$ cat src/rtl/boot_verify_seq.sv
// Boot-time sequencer: streams the 32-word verification record into the signature mailbox,
// starts it, and releases the CPU core on a passing verdict. Optional: BOOT_SEQ_IDX_CHECK_EN.
module boot_verify_seq #(
  parameter logic [31:0] REC_BASE  = 32'h0000_0000,
  parameter int unsigned FETCH_TO  = 1024,
  parameter int unsigned VERIFY_TO = 65536
) (
  input  logic        clk,
  input  logic        rst_n,
  input  logic        boot_req,
  output logic        rd_req,
  output logic [31:0] rd_addr,
  input  logic        rd_valid,
  input  logic [31:0] rd_data,
  output logic        mb_wr_en,
  output logic [31:0] mb_wr_data,
  input  logic [31:0] mb_rd_data,
  input  logic        mb_sig_ok,
  output logic        lock_o,
  output logic        cpu_rst_release_o,
  output logic        busy_o,
  output logic        fail_o,
  output logic [2:0]  fail_code_o
);

  localparam logic [2:0] CodeNone        = 3'd0;
  localparam logic [2:0] CodeFetchTo     = 3'd1;
  localparam logic [2:0] CodeVerifyTo    = 3'd2;
  localparam logic [2:0] CodeSigBad      = 3'd3;
  localparam logic [2:0] CodeIdxMismatch = 3'd4;

  localparam logic [31:0] CtrlStart = 32'h0000_0001;

  typedef enum logic [2:0] {
    StIdle, StFetch, StWrite, StStart, StPoll, StPass, StFail, StCheck
  } state_e;

  state_e      state;
  logic [5:0]  wcnt;
  logic [31:0] tcnt;
  logic        fail_req;
  logic [2:0]  fail_code_d;
  logic        unused_status;

  function automatic logic [31:0] word_addr(input logic [5:0] w);
    return REC_BASE + {24'd0, w, 2'b00};
  endfunction

`ifdef BOOT_SEQ_IDX_CHECK_EN
  logic [7:0] exp_idx;

  // Mailbox index after word w: segment-local position plus one, wrapped to segment length.
  function automatic logic [7:0] seg_idx(input logic [5:0] w);
    logic [5:0] k;
    if (w < 6'd8) begin
      return {5'd0, w[2:0] + 3'd1};
    end else if (w < 6'd24) begin
      k = w - 6'd8;
      return {4'd0, k[3:0] + 4'd1};
    end else begin
      k = w - 6'd24;
      return {5'd0, k[2:0] + 3'd1};
    end
  endfunction

  assign unused_status = ^mb_rd_data[29:8];
`else
  assign unused_status = ^mb_rd_data[29:0];
`endif

  always_comb begin
    fail_req    = 1'b0;
    fail_code_d = CodeNone;
    unique case (state)
      StFetch: begin
        if (!rd_valid && tcnt == FETCH_TO - 1) begin
          fail_req    = 1'b1;
          fail_code_d = CodeFetchTo;
        end
      end
      StPoll: begin
        if (mb_rd_data[31]) begin
          if (!(mb_rd_data[30] && mb_sig_ok)) begin
            fail_req    = 1'b1;
            fail_code_d = CodeSigBad;
          end
        end else if (tcnt == VERIFY_TO - 1) begin
          fail_req    = 1'b1;
          fail_code_d = CodeVerifyTo;
        end
      end
`ifdef BOOT_SEQ_IDX_CHECK_EN
      StCheck: begin
        if (mb_rd_data[7:0] != exp_idx) begin
          fail_req    = 1'b1;
          fail_code_d = CodeIdxMismatch;
        end
      end
`endif
      default: ;
    endcase
  end

  always_ff @(posedge clk) begin
    if (!rst_n) begin
      state             <= StIdle;
      wcnt              <= '0;
      tcnt              <= '0;
      rd_req            <= 1'b0;
      rd_addr           <= '0;
      mb_wr_en          <= 1'b0;
      mb_wr_data        <= '0;
      lock_o            <= 1'b0;
      cpu_rst_release_o <= 1'b0;
      busy_o            <= 1'b0;
      fail_o            <= 1'b0;
      fail_code_o       <= CodeNone;
`ifdef BOOT_SEQ_IDX_CHECK_EN
      exp_idx           <= '0;
`endif
    end else if (fail_req) begin
      // Failing always locks the mailbox so a half-loaded record cannot be restarted.
      state       <= StFail;
      rd_req      <= 1'b0;
      mb_wr_en    <= 1'b0;
      busy_o      <= 1'b0;
      lock_o      <= 1'b1;
      fail_o      <= 1'b1;
      fail_code_o <= fail_code_d;
    end else begin
      unique case (state)
        StIdle: begin
          if (boot_req) begin
            state   <= StFetch;
            wcnt    <= '0;
            tcnt    <= '0;
            rd_req  <= 1'b1;
            rd_addr <= word_addr(6'd0);
            busy_o  <= 1'b1;
          end
        end
        StFetch: begin
          if (rd_valid) begin
            state      <= StWrite;
            rd_req     <= 1'b0;
            mb_wr_en   <= 1'b1;
            mb_wr_data <= rd_data;
          end else begin
            tcnt <= tcnt + 32'd1;
          end
        end
        StWrite: begin
          mb_wr_en <= 1'b0;
          wcnt     <= wcnt + 6'd1;
`ifdef BOOT_SEQ_IDX_CHECK_EN
          exp_idx  <= seg_idx(wcnt);
          state    <= StCheck;
`else
          if (wcnt == 6'd31) begin
            state      <= StStart;
            mb_wr_en   <= 1'b1;
            mb_wr_data <= CtrlStart;
          end else begin
            state   <= StFetch;
            tcnt    <= '0;
            rd_req  <= 1'b1;
            rd_addr <= word_addr(wcnt + 6'd1);
          end
`endif
        end
`ifdef BOOT_SEQ_IDX_CHECK_EN
        StCheck: begin
          if (wcnt == 6'd32) begin
            state      <= StStart;
            mb_wr_en   <= 1'b1;
            mb_wr_data <= CtrlStart;
          end else begin
            state   <= StFetch;
            tcnt    <= '0;
            rd_req  <= 1'b1;
            rd_addr <= word_addr(wcnt);
          end
        end
`endif
        StStart: begin
          mb_wr_en <= 1'b0;
          lock_o   <= 1'b1;
          tcnt     <= '0;
          state    <= StPoll;
        end
        StPoll: begin
          if (mb_rd_data[31]) begin
            state  <= StPass;
            busy_o <= 1'b0;
          end else begin
            tcnt <= tcnt + 32'd1;
          end
        end
        StPass: begin
          cpu_rst_release_o <= 1'b1;
        end
        StFail: begin
          lock_o <= 1'b1;
        end
        default: begin
          state <= StIdle;
        end
      endcase
    end
  end

endmodule
$ cat config.mk
export PLATFORM = sky130hd
export DESIGN_NAME = boot_verify_seq
export DESIGN_NICKNAME = d
export VERILOG_FILES = /design/src/rtl/boot_verify_seq.sv
export SDC_FILE = /design/constraint.sdc
export NUM_CORES = 1
export LEC_CHECK = 0
export ABC_AREA = 0
export CAP_MARGIN = 15
export CORE_MARGIN = 2
export CORE_UTILIZATION = 25
export CTS_CLUSTER_SIZE = 25
export DETAILED_ROUTE_END_ITERATION = 12
export REMOVE_ABC_BUFFERS = 1
export SYNTH_ARGS = -nofsm -noshare
export SYNTH_HDL_FRONTEND = slang
export SYNTH_SLANG_ARGS = --single-unit
$ cat constraint.sdc
create_clock -name clk -period 2 [get_ports clk]
set_input_delay 0.4 -clock clk [delete_from_list [all_inputs] [get_ports clk]]
set_output_delay 0.4 -clock clk [all_outputs]
set_load 0.03 [all_outputs]
==> metrics.md <==
| Metric | Value |
|---|---|
| Async set-reset flop share out of synthesis | 0% |
| Initial antenna violation count | 0 |
| Number of port buffers | 84 |
| Drt via density | approximately 4.8 |
| Routability cong. | 0.819 |
| Count leader, synth | dfxtp_1 |
| Status | finished clean |
| Final min period | 1.96 ns |
| Setup violators final | 0 |
| Synth area leader | dfxtp_1 |
| Detailed placer's ending HPWL | 7540 um |
| Std-Cell Core Area | 16700 sq um |
| Largest net degree at the start of global routing | 57 |
| Total Die Area | between 15000 and 20000 sq um |
| H-Tree Depth | 3 |
| Drt pass-1 iters | 5 |
| Total track usage | 12.2% |
| Final WL | 11900 um |
| Vias in the first global route | 3618 |
| CTS tree | done |
| Post-layout net count | 713 |
| CP Launch Type | register |
| Total negative slack | 0 ns |
| DRC violations left | 0 |
| Die Width | 135 um |
| Sequential-to-total area share from yosys stat | 40.6% |
| Ys Warns | 0 |
| Top FF cell, synth | dfxtp_1 |
| Placed instance area | roughly 5600 sq um |
| Nature of the critical path endpoint | register |
| Final Util | 36.9% |
| Final Hold Vio Count | 0 |
| Ports | roughly 140 |
| Worst hold path class | reg -> reg |
| Synth Register Bits | 87 |
| Clock Latency Late Sink | 0.35 ns |
| Syn avg cell area | 8.20 sq um |
| Sink Count | 87 |
| Cells after Synth | between 500 and 600 |
| Routed Antenna Nets | 0 |
| Peak VDD IR | 408 uV |
| Root Buffer | clkbuf_16 |
| Hold-fix buffers, CTS | 0 |
| Worst Path Class, Setup | reg -> reg |
| Required @ worst endpoint | 2.27 ns |
| P&R area growth vs syn | 43.8% |
| Share of cells above drive strength 1 | about 18% |
| CP max FO | 7 |
| Ant. Diodes | 0 |
| Clock transition at path regs | around 0.06 ns |
| Yosys top cell area share | 40.6% |
| RSZ-0062 raised after global routing | true |
| Post-Route Skew | 0.00904 ns |
| Distinct cells, synth | 53 |
| Inst Count DP | roughly 840 |
| FMAX | 0.509 GHz |
| Initial drt markers | 198 |
| Finished Cell Area | a little over 6000 sq um |
| Setup slack after layout | about 0.036 ns |
| Critical path arrival | 2.23 ns |
| Initial core utilization | 25.7% |
| CTS Buffer Depth | 2 |
| DR vias | 4147 |
| Fillcell total | 1727 |
| Max Cap Viol | 0 |
| Row cnt | 47 |
| Final max-slew violation count | 0 |
| Pwr per Cell Area | 739 nW/um^2 |
| Die Y-Extent | 135 um |
| Drt wl/cell | 13.7 um |
| TritonCTS Buffers | 9 |
| Top cells by area, synth | dfxtp_1 41%, a21oi_1 8.9%, buf_4 5.8% |
| First-pass GRT wire length | 18000 um |
| GRT overflow | 0 |
| P_leak | 2.16 nW |
| Worst slack at placement | -0.368 ns |
| Synth cell count leaders | 87 x dfxtp_1, 76 x a21oi_1, 55 x nand2_1 |
| Tcrit/Tclk final | 98.2% |
| Syn Std Cell Area | 4290 sq um |
| Number of flops mapped to enable cells by yosys | 0 |
| Layout Cells excl Fill | 866 |
## per-stage QoR
stage	hold WS [ns]	power (mW)
global route	0.472	4.78
detailed placement	0.444	2.77
CTS	0.453	4.52
floorplan	0.452	2.32
global placement	0.438	2.77
finish	0.451	4.56
## sequential cells by signal, indices dropped and copies added (netlist names), 2 cells and up
register and cells:
wcnt 6, tcnt 32, state 3, fail_code_o 2, rd_addr 6, mb_wr_data 32
## report_power, final
group          switching (mW)  internal (mW)  leakage, nW
Clock                   0.689           1.03        0.145
Combinational           0.568          0.443         1.31
Sequential             0.0389           1.79        0.706
## what timing repair did
action,4_1_cts,5_1_grt
endpoints found under the setup margin,17,39
gates resized for setup,2,40
pin swaps,1,15
buffers inserted,0,3
gates cloned,0,5
## placed cells by master, fill, tap and decap left out, types with 5 or more instances in the layout
| cell | synthesis | final |
|---|---|---|
| o21ai_0 | 12 | 11 |
| or3_1 | 10 | 7 |
| or4_1 | 20 | 18 |
| nand3_1 | 47 | 46 |
| buf_12 | 0 | 8 |
| nor4_1 | 7 | 6 |
| clkbuf_16 | 0 | 12 |
| clkdlybuf4s50_1 | 0 | 82 |
| nand4_1 | 12 | 12 |
| o311ai_1 | 3 | 5 |
| a21oi_2 | 0 | 5 |
| o31ai_1 | 19 | 19 |
| nor2_1 | 27 | 27 |
| a21oi_1 | 76 | 71 |
| conb_1 | 1 | 27 |
| nor3_1 | 6 | 5 |
| dfxtp_1 | 87 | 83 |
| buf_4 | 33 | 45 |
| buf_6 | 3 | 6 |
| and3_1 | 7 | 6 |
| nand2_1 | 55 | 53 |
## layout make-up
class / count / area (sq um) / area share, %
timing repair buffer: 147 / 1490 / 24.2
inverter: 4 / 15.0 / 0.243
clock buffer: 12 / 256 / 4.16
clock inverter: 3 / 42.5 / 0.689
sequential: 87 / 1750 / 28.3
tap: 220 / 275 / 4.46
multi-input combinational: 393 / 2340 / 37.9
## worst max-delay path, stage by stage, from the launching register on
cell and delay (ns):
dfxtp_2 0.37, nor4b_4 0.30, a21o_1 0.15, o211ai_4 0.18, clkbuf_16 0.22, or4_1 0.49
a21oi_1 0.17
## path summary, 6_finish.rpt
check | slack, ns | startpoint | endpoint | depth (start not counted)
max | 0.04 | state[1] | tcnt[17] | 6
min | 0.45 | mb_wr_data[3] | mb_wr_data[3] | 2
max reg2reg | 0.04 | state[1] | tcnt[17] | 6
min reg2reg | 0.45 | mb_wr_data[3] | mb_wr_data[3] | 2
## layer usage
layer	vias up	routed length [um]	track usage, %
li1	2099	-	-
met2	92	5550	19.5
met5	-	0	0
met1	1945	5700	16.3
met4	0	141	3.59
met3	11	488	3.00
## cell families (layout without fill, tap and decap cells)
| kind of cell | Yosys count | count (layout) | synth area share (%) |
|---|---|---|---|
| multiplexers | 1 | 1 | 0.233 |
| adder cells (fa/ha/maj) | 2 | 2 | 0.583 |
| AND/OR/NAND/NOR | 218 | 218 | 27.4 |
| buffers and inverters | 69 | 166 | 9.71 |
| AO/OA/AOI/OAI | 139 | 139 | 20.2 |
| XOR/XNOR | 6 | 6 | 1.22 |
| flip-flops | 87 | 87 | 40.6 |
| other | 1 | 27 | 0.0874 |
No activity file was read; power rests on OpenSTA's default activity.
